===== config.mk =====
export PLATFORM = sky130hd
export DESIGN_NAME = sprite_bounce_renderer
export DESIGN_NICKNAME = d
export VERILOG_FILES = /design/src/rtl/vga_pkg.sv /design/src/rtl/bounce_axis.sv /design/src/rtl/sprite_bounce_renderer.sv
export SDC_FILE = /design/constraint.sdc
export NUM_CORES = 1
export LEC_CHECK = 0
export ABC_AREA = 1
export CAP_MARGIN = 20
export CELL_PAD_IN_SITES_DETAIL_PLACEMENT = 1
export CELL_PAD_IN_SITES_GLOBAL_PLACEMENT = 2
export CORE_AREA = 2 2 159 83
export CTS_BUF_LIST = sky130_fd_sc_hd__clkbuf_4 sky130_fd_sc_hd__clkbuf_8
export CTS_CLUSTER_DIAMETER = 100
export DETAILED_ROUTE_END_ITERATION = 10
export DIE_AREA = 0 0 161 85
export PLACE_DENSITY_LB_ADDON = 0.1
export SLEW_MARGIN = 5
export SYNTH_ARGS = -nofsm -noshare
export SYNTH_HDL_FRONTEND = slang
export SYNTH_SLANG_ARGS = --single-unit

===== constraint.sdc =====
create_clock -name clk -period 2.2 [get_ports clk]
set_input_delay 0.44 -clock clk [delete_from_list [all_inputs] [get_ports clk]]
set_output_delay 0.44 -clock clk [all_outputs]
set_load 0.02 [all_outputs]

===== src/rtl/vga_pkg.sv =====
// vga_pkg: shared VGA timing defaults, RGB payload type, renderer state
// encoding and the sprite colour-cycle table used by sprite_bounce_renderer.
package vga_pkg;

  localparam int unsigned DEF_H_ACTIVE = 800;
  localparam int unsigned DEF_V_ACTIVE = 600;
  localparam int unsigned DEF_H_TOTAL  = 1040;
  localparam int unsigned DEF_V_TOTAL  = 666;
  localparam int unsigned COORD_W      = 11;

  typedef struct packed {
    logic [3:0] r;
    logic [3:0] g;
    logic [3:0] b;
  } rgb12_t;

  typedef enum logic [1:0] {
    S_RUN   = 2'd0,
    S_PAUSE = 2'd1,
    S_FLASH = 2'd2
  } state_t;

  // Colour-cycle table: red -> green -> blue.
  function automatic rgb12_t cycle_color(input logic [1:0] idx);
    case (idx)
      2'd0:    cycle_color = rgb12_t'(12'h800);
      2'd1:    cycle_color = rgb12_t'(12'h080);
      default: cycle_color = rgb12_t'(12'h008);
    endcase
  endfunction

  // Next table index, wrapping after the third entry.
  function automatic logic [1:0] next_color_idx(input logic [1:0] idx);
    next_color_idx = (idx >= 2'd2) ? 2'd0 : idx + 2'd1;
  endfunction

endpackage


===== src/rtl/bounce_axis.sv =====
// bounce_axis: one axis of sprite motion. Holds the sprite's top-left
// coordinate and travel direction, moving by `step` on each step_en and
// clamping/reversing at 0 and LIMIT-SIZE.
// Ports: clk, rst (sync, active-low), step_en (advance this cycle),
//        step (pixels per advance), pos (coordinate), dir (0 = increasing,
//        1 = decreasing), flip (combinational: this advance reverses dir).
module bounce_axis
  import vga_pkg::*;
#(
  parameter int unsigned LIMIT = DEF_H_ACTIVE,
  parameter int unsigned SIZE  = 40,
  parameter int unsigned START = 100
) (
  input  logic               clk,
  input  logic               rst,
  input  logic               step_en,
  input  logic [COORD_W-1:0] step,
  output logic [COORD_W-1:0] pos,
  output logic               dir,
  output logic               flip
);

  localparam logic [COORD_W-1:0] HI = COORD_W'(LIMIT - SIZE);

  logic               hit_c;
  logic [COORD_W-1:0] next_c;

  // Candidate next position and wall-hit detection.
  always_comb begin
    hit_c  = 1'b0;
    next_c = pos;
    if (!dir) begin
      if (pos + step >= HI) begin
        hit_c  = 1'b1;
        next_c = HI;
      end else begin
        next_c = pos + step;
      end
    end else begin
      if (pos <= step) begin
        hit_c  = 1'b1;
        next_c = '0;
      end else begin
        next_c = pos - step;
      end
    end
  end

  assign flip = step_en && hit_c;

  always_ff @(posedge clk) begin
    if (!rst) begin
      pos <= COORD_W'(START);
      dir <= 1'b0;
    end else if (step_en) begin
      pos <= next_c;
      if (hit_c) dir <= ~dir;
    end
  end

endmodule


===== src/rtl/sprite_bounce_renderer.sv =====
// sprite_bounce_renderer: pixel-colour stage behind the 800x600 VGA timing
// counters. Draws a square sprite that moves once per frame, bounces off the
// active-area edges, and flashes white for a number of frames after hitting
// a corner. Motion can be frozen with the level-sensitive pause input.
// Ports: clk, rst (sync, active-low), pxl_en (pixel-clock enable),
//        colpxl/linepxl (current column/line), pause,
//        red/green/blue (registered 4-bit colour, 1 clk after coordinates),
//        bounce_x/bounce_y (one-clk direction-flip pulses),
//        flash_active (corner flash in progress).
// Optional: define SPRITE_COLOR_CYCLE_EN to step the sprite colour through
// red/green/blue on every update that produces a bounce.
module sprite_bounce_renderer
  import vga_pkg::*;
#(
  parameter int unsigned H_ACTIVE     = DEF_H_ACTIVE,
  parameter int unsigned V_ACTIVE     = DEF_V_ACTIVE,
  parameter int unsigned H_TOTAL      = DEF_H_TOTAL,
  parameter int unsigned V_TOTAL      = DEF_V_TOTAL,
  parameter int unsigned SIZE         = 40,
  parameter int unsigned STEP         = 4,
  parameter int unsigned X0           = 100,
  parameter int unsigned Y0           = 100,
  parameter int unsigned FLASH_FRAMES = 30,
  parameter logic [11:0] SPRITE_COLOR = 12'h800,
  parameter logic [11:0] BG_COLOR     = 12'h000
) (
  input  logic               clk,
  input  logic               rst,
  input  logic               pxl_en,
  input  logic [COORD_W-1:0] colpxl,
  input  logic [COORD_W-1:0] linepxl,
  input  logic               pause,
  output logic [3:0]         red,
  output logic [3:0]         green,
  output logic [3:0]         blue,
  output logic               bounce_x,
  output logic               bounce_y,
  output logic               flash_active
);

  localparam int unsigned FLASH_W     = (FLASH_FRAMES > 1) ? $clog2(FLASH_FRAMES) : 1;
  localparam rgb12_t      FLASH_COLOR = rgb12_t'(12'hFFF);

  logic               fu_c;
  logic               step_en_c;
  logic [COORD_W-1:0] x_pos;
  logic [COORD_W-1:0] y_pos;
  logic               flip_x;
  logic               flip_y;
  logic               unused_dir_x;
  logic               unused_dir_y;
  state_t             state;
  logic [FLASH_W-1:0] flash_cnt;
  rgb12_t             sprite_col_c;
  rgb12_t             pix_c;
  rgb12_t             pix;
  logic               in_active_c;
  logic               in_sprite_c;

  // Frame update strobe: last pixel of the last line.
  assign fu_c = pxl_en && (colpxl == COORD_W'(H_TOTAL - 1))
                       && (linepxl == COORD_W'(V_TOTAL - 1));
  assign step_en_c = fu_c && (state == S_RUN);

  bounce_axis #(.LIMIT(H_ACTIVE), .SIZE(SIZE), .START(X0)) u_axis_x (
    .clk     (clk),
    .rst     (rst),
    .step_en (step_en_c),
    .step    (COORD_W'(STEP)),
    .pos     (x_pos),
    .dir     (unused_dir_x),
    .flip    (flip_x)
  );

  bounce_axis #(.LIMIT(V_ACTIVE), .SIZE(SIZE), .START(Y0)) u_axis_y (
    .clk     (clk),
    .rst     (rst),
    .step_en (step_en_c),
    .step    (COORD_W'(STEP)),
    .pos     (y_pos),
    .dir     (unused_dir_y),
    .flip    (flip_y)
  );

`ifdef SPRITE_COLOR_CYCLE_EN
  logic [1:0] color_idx;

  // A corner hit flips both axes in one update but advances only once.
  always_ff @(posedge clk) begin
    if (!rst) begin
      color_idx <= 2'd0;
    end else if (flip_x || flip_y) begin
      color_idx <= next_color_idx(color_idx);
    end
  end

  assign sprite_col_c = cycle_color(color_idx);
`else
  assign sprite_col_c = rgb12_t'(SPRITE_COLOR);
`endif

  // Pixel colour for the current coordinates.
  always_comb begin
    in_active_c = (colpxl < COORD_W'(H_ACTIVE)) && (linepxl < COORD_W'(V_ACTIVE));
    in_sprite_c = (colpxl >= x_pos) && (colpxl < x_pos + COORD_W'(SIZE))
               && (linepxl >= y_pos) && (linepxl < y_pos + COORD_W'(SIZE));
    pix_c = '0;
    if (in_active_c) begin
      if (in_sprite_c) pix_c = (state == S_FLASH) ? FLASH_COLOR : sprite_col_c;
      else             pix_c = rgb12_t'(BG_COLOR);
    end
  end

  // Run/pause/flash control, pulses and colour register.
  always_ff @(posedge clk) begin
    if (!rst) begin
      state        <= S_RUN;
      flash_cnt    <= '0;
      flash_active <= 1'b0;
      bounce_x     <= 1'b0;
      bounce_y     <= 1'b0;
      pix          <= '0;
    end else begin
      bounce_x <= flip_x;
      bounce_y <= flip_y;
      pix      <= pix_c;
      if (fu_c) begin
        case (state)
          S_RUN: begin
            if (flip_x && flip_y) begin
              state        <= S_FLASH;
              flash_cnt    <= FLASH_W'(FLASH_FRAMES - 1);
              flash_active <= 1'b1;
            end else if (pause) begin
              state <= S_PAUSE;
            end
          end
          S_PAUSE: begin
            if (!pause) state <= S_RUN;
          end
          S_FLASH: begin
            if (flash_cnt == '0) begin
              state        <= pause ? S_PAUSE : S_RUN;
              flash_active <= 1'b0;
            end else begin
              flash_cnt <= flash_cnt - FLASH_W'(1);
            end
          end
          default: begin
            state        <= S_RUN;
            flash_active <= 1'b0;
          end
        endcase
      end
    end
  end

  assign red   = pix.r;
  assign green = pix.g;
  assign blue  = pix.b;

endmodule


Word level (Yosys, flattened, before mapping)
Cells that the tools add are included.

storage, ports and cells
  bits in registers = 46
  logic and storage cells = 85

cells by class
  $add $sub $neg = 7
  order comparisons = 10
  equal/unequal tests = 9
  muxes and demuxes = 25
  bitwise gates (word level) = 3
  reductions and logical operators = 19

operators by type and width
  operator                                                              number
  2-to-1 mux 11 bit                                                     7
  adder 11 x 3 -> 11 bit (second input constant)                        2
  adder 11 x 6 -> 11 bit (second input constant)                        2
  greater-or-equal comparator 11 x 10 -> 1 bit (second input constant)  2
  greater-or-equal comparator 11 bit                                    2
  <= comparator 11 x 3 -> 1 bit (second input constant)                 2
  less-than comparator 11 x 10 -> 1 bit (second input constant)         2
  less-than comparator 11 bit                                           2
  subtractor 11 x 3 -> 11 bit (second input constant)                   2
  AND reduction 4 bit                                                   3
  == test 11 x 10 -> 1 bit (second input constant)                      1
  == test 11 bit (second input constant)                                1
  logical AND 1 bit                                                     10
  2-to-1 mux 5 bit                                                      2
  case mux 5 bit (2 select lines)                                       1
  2-to-1 mux 1 bit                                                      9
  2-to-1 mux 2 bit                                                      4
  case mux 2 bit (3 select lines)                                       1
  zero test 5 bit                                                       1
  subtractor 5 x 1 -> 5 bit (second input constant)                     1
  inequality test 2 x 1 -> 1 bit (second input constant)                2
  inequality test 2 bit (second input constant)                         2
  AND reduction 2 bit                                                   2
  inequality test 3 x 2 -> 1 bit (second input constant)                1
  7 further kinds                                                       9

Longest topological paths before layout
  depth in word-level cells = 8
  depth in mapped cells = 16
  mapped depth without buffers = 16

Cells and area by module
From an unflattened synthesis, not the netlist that was laid out.

second synthesis, totals
  cell total of the unflattened synthesis = 915
  area, all modules = 5,624.1 um^2

modules (own cells, without submodules)
  module                   instances  cells each  area each (um^2)
  sprite_bounce_renderer   1          339         2,125.8
  bounce_axis at u_axis_y  1          284         1,767.9
  bounce_axis at u_axis_x  1          292         1,730.4

Worst setup path after synthesis
OpenSTA, ideal clock, no wires.

  path type = reg2reg
  start point = register u_axis_x.pos[4]
  end point = register pix (netlist bit red[2])
  library setup time = 0.064 ns
  arrival time = 2.174 ns
  data required time = 2.136 ns
  slack = -0.037 ns
  cell stages (with the launch flop) = 12
  path buffers = 0
  cells stage by stage = dfxtp_1 > inv_1 > o21ai_0 > nand2_1 > xor2_1 > ha_1 > or3_1 > nor4_1 > nand3_1 > a21oi_1 > nand2_1 > nor2_1

between the ends
  cells in the longest elaborated chain, start to end = 6

RTL lines
  element                                 line                           source
  start: declaration                      bounce_axis.sv:18              output logic [COORD_W-1:0] pos,
  start signal: assignment                bounce_axis.sv:53              pos <= COORD_W'(START);
  start signal: assignment                bounce_axis.sv:56              pos <= next_c;
  adder 11 x 6 -> 11 bit                  sprite_bounce_renderer.sv:105  in_sprite_c = (colpxl >= x_pos) && (colpxl < x_pos + COORD_W'(SIZE))
  less-than comparator 11 bit             sprite_bounce_renderer.sv:105
  logical AND 1 bit *                     sprite_bounce_renderer.sv:105
  logical AND 1 bit * (2 in a row)        sprite_bounce_renderer.sv:106  && (linepxl >= y_pos) && (linepxl < y_pos + COORD_W'(SIZE));
  AND reduction 3 bit (no source line) *  --
  end signal: assignment                  sprite_bounce_renderer.sv:126  pix <= pix_c;
  end: declaration                        sprite_bounce_renderer.sv:56   rgb12_t pix;

Mark *: on every way between the ends. The rest lies on a longest branch, timed or not.
A chain may end at the register's enable or synchronous reset.

Final worst setup path
  start point = register u_axis_x.pos[3]
  end point = register flash_cnt[3]

between the ends
  cells in the longest elaborated chain, start to end = 8

RTL lines
  element                                            line                           source
  adder 11 x 3 -> 11 bit                             bounce_axis.sv:33              if (pos + step >= HI) begin
  greater-or-equal comparator 11 x 10 -> 1 bit       bounce_axis.sv:33
  2-to-1 mux 1 bit                                   bounce_axis.sv:33
  2-to-1 mux 1 bit *                                 bounce_axis.sv:32              if (!dir) begin
  logical AND 1 bit *                                bounce_axis.sv:49              assign flip = step_en && hit_c;
  logical AND 1 bit *                                sprite_bounce_renderer.sv:130  if (flip_x && flip_y) begin
  inequality test 2 x 1 -> 1 bit (no source line) *  --
  AND reduction 4 bit (no source line) *             --
  end signal: assignment                             sprite_bounce_renderer.sv:132  flash_cnt <= FLASH_W'(FLASH_FRAMES - 1);
  end signal: assignment                             sprite_bounce_renderer.sv:146  flash_cnt <= flash_cnt - FLASH_W'(1);
  end: declaration                                   sprite_bounce_renderer.sv:53   logic [FLASH_W-1:0] flash_cnt;

Marks and branches as above.

==> flow_summary.yaml <==
yosys:
  yosysMostFrequentCell: "nand2_1"
  synthCells: 543
  async_flop_share_pct: 0
  synth_area_leaders: "dfxtp_1, ha_1, nand2_1"
  yosys_warnings: 0
  synth.net_count: 618
  avgSynthCellArea_sq_um: 6.454
  ys_ff_latch: 32
  ys_seq_area_share_pct: 18.28
  ys_top_cells_by_count: "nand2_1, inv_1, nor2_1"
  synth-edff-count: 0
  synth_top_area_cell: "dfxtp_1"
  synthDistinctLibCells: 39
  synth_ff_type: "dfxtp_1"
  synth_top_area_share_pct: 18.28
  syn-cell-area_sq_um: 3505
sta:
  skew_ns: 0.008998
  rsz0062_at_grt: "yes"
  finalWorstSetupSlack_ns: -0.02204
  fin_crit_ns: 2.222
  final-max-slew-violation-count: 0
  max_slew.worst_pin.slew_ns: 0.3561
  hold_viol: 0
  relSlewSlack_pct: 76.22
  fin_crit_sh_pct: 101.0
  fmax_ghz: 0.4500
  holdWs_ns: 0.4971
  setup_tns_ns: -0.02204
  setup_viol: 1
critical_path:
  worstSetupPathType: "flip-flop to flip-flop"
  critPathRequiredTime_ns: 2.40
  critPathMaxStageDelay_ns: 0.34
  cp_max_fo: 6
  crit_top_cell: "nand2_2"
  cp-start-kind: "flip-flop"
  path_delay_family: "simple AND/OR/NAND/NOR gates"
  crit_slowest_cell: "dfxtp_2"
  worstSetupEndpointType: "flip-flop"
  crit_chain: "inv_4 > buf_6 > ha_4 > inv_1 > a21oi_4 > nand2_2 > a21oi_2 > nand2_2 > nand2_4 > nand2_2 > a21oi_2 > nand2_2 > nand2_4 > nand3_4 > nor3_2 > nor2_1"
  cp.arrival_ns: 2.42
  cp_num_buf_inv: 3
clock_network:
  clkSinkCount: 32
  clkTransAtPathRegs_ns: 0.08
  h-tree-depth: 2
  cts-root-buf: "clkbuf_8"
  clock_latency_ns: 0.30
  cts_tree: "yes"
  numCtsBuffers: 5
  clk_path_buf_depth: 2
global_routing:
  grt_first_pass_wirelength_um: 22300
  grtUsageTotal_pct: 20.68
  gr-total-overflow: 0
  grt_pass1_vias: 4119
  antenna_found_initial: 0
  grt_max_degree: 19
power_and_ir_drop:
  p_total_mw: 1.396
  peakVddDrop_mv: 0.2259
  p_per_area_nw_per_um2: 260.0
  static-leakage-power_nw: 2.457
outcome:
  violations: "negative setup slack"
  status: "finished with violations"
floorplanning:
  core-area_sq_um: 12340
  fp.dieArea_sq_um: 13690
  start_util_pct: 28.41
  dieHeight_um: 85
  die_w_um: 161
  io_pins: 41
  rows: 29
finish:
  final_layout_size_suffix_gt1_share_pct: 31.82
  final_util_pct: 43.52
  num-fill-cells: 1564
  layout.nets: 756
  antenna_cells: 0
  synthToLayoutAreaGrowth_pct: 53.20
route:
  drc: 0
  drtIter0Drc: 200
  vias: 4108
  post_drt_via_cell_ratio: 4.822
  first_pass_iters: 4
  wl_per_cell_um: 16.78
  drtAntennaViolNets: 0
  finalWirelength_um: 14300
placed_design:
  dp_hpwl_um: 11570
  port-buffer-count: 40
  gp_congestion: 0.8947
  place_ws_ns: -0.5938
hold_path:
  hold_path_class: "flip-flop to flip-flop"
run:
  cap_violations: 0
==> state kept, by name (all words and copies together), names as in the netlist <==
name and count:
u_axis_x.dir 1, red 2, state 2, u_axis_y.pos 9
u_axis_y.dir 1, bounce_y 1, flash_cnt 5, u_axis_x.pos 9
bounce_x 1, flash_active 1
==> tightest hold or removal path: stages, from the launching register on <==
cell     delay (ns)
dfxtp_1        0.33
nand2_1        0.07
a21oi_1        0.06
==> placed cells by master (no fill, tap or decap), types with 19 or more instances in the layout <==
cell type,instances
dfxtp_1,25
inv_1,65
nor2_1,36
o21ai_0,24
buf_4,105
nand2_1,97
nand2_2,19
nand3_1,39
xor2_1,20
ha_1,40
clkdlybuf4s50_1,37
a21oi_1,28
==> report_power, final <==
group,switching (mW),internal [mW]
Sequential,0.0000365,0.579
Clock,0.259,0.335
Combinational,0.108,0.115
Total,0.367,1.03
==> cells by family (layout without fill, tap and decap cells) <==
logic type	count (synthesis)	after routing	share of synthesized area [%]
compound gates	100	100	16.57
xor+xnor	21	21	5.248
fa+ha+maj	49	49	17.49
buf+inv	100	239	12.28
flops	32	32	18.28
simple gates	241	241	30.13
==> timing repair <==
action                     in CTS  in global routing
hold buffers                    0                  0
setup endpoints to repair      20                 30
pin swaps                      18                 30
gates resized for setup        43                 82
setup buffers                   4                  7
==> worst paths after layout <==
kind	cells past startpoint	start	end	slack (ns)
min reg2reg	2	flash_cnt[1]	flash_cnt[1]	0.50
max reg2reg	16	u_axis_x.pos[3]	flash_cnt[3]	-0.02
max	16	u_axis_x.pos[3]	flash_cnt[3]	-0.02
min	2	flash_cnt[1]	flash_cnt[1]	0.50
==> area by class of cell <==
class,count,area (sq um),share of cell area [%]
Clock inverter,3,42.54,0.7924
Inverter,78,305.3,5.686
Sequential cell,32,649.4,12.10
Tap cell,170,212.7,3.962
Clock buffer,5,68.82,1.282
Multi-Input combinational cell,411,2815,52.44
Timing Repair Buffer,153,1275,23.75
==> stage by stage <==
stage                     area (sq um)  cells
final                             5369    852
after global routing              5369    852
after CTS                         5014    845
after detailed placement          4753    834
after global placement            4753    834
after floorplan                   3505    543
==> layer usage <==
| layer | track usage, % | up-vias | share of wire, % |
|---|---|---|---|
| li1 | - | 2070 | - |
| met3 | 3.666 | 8 | 5.1 |
| met1 | 33.00 | 1955 | 56 |
| met2 | 28.79 | 75 | 38 |
| met5 | 0 | - | 0 |
| met4 | 2.922 | 0 | 0.54 |
Power figures use the tool's default switching activity.
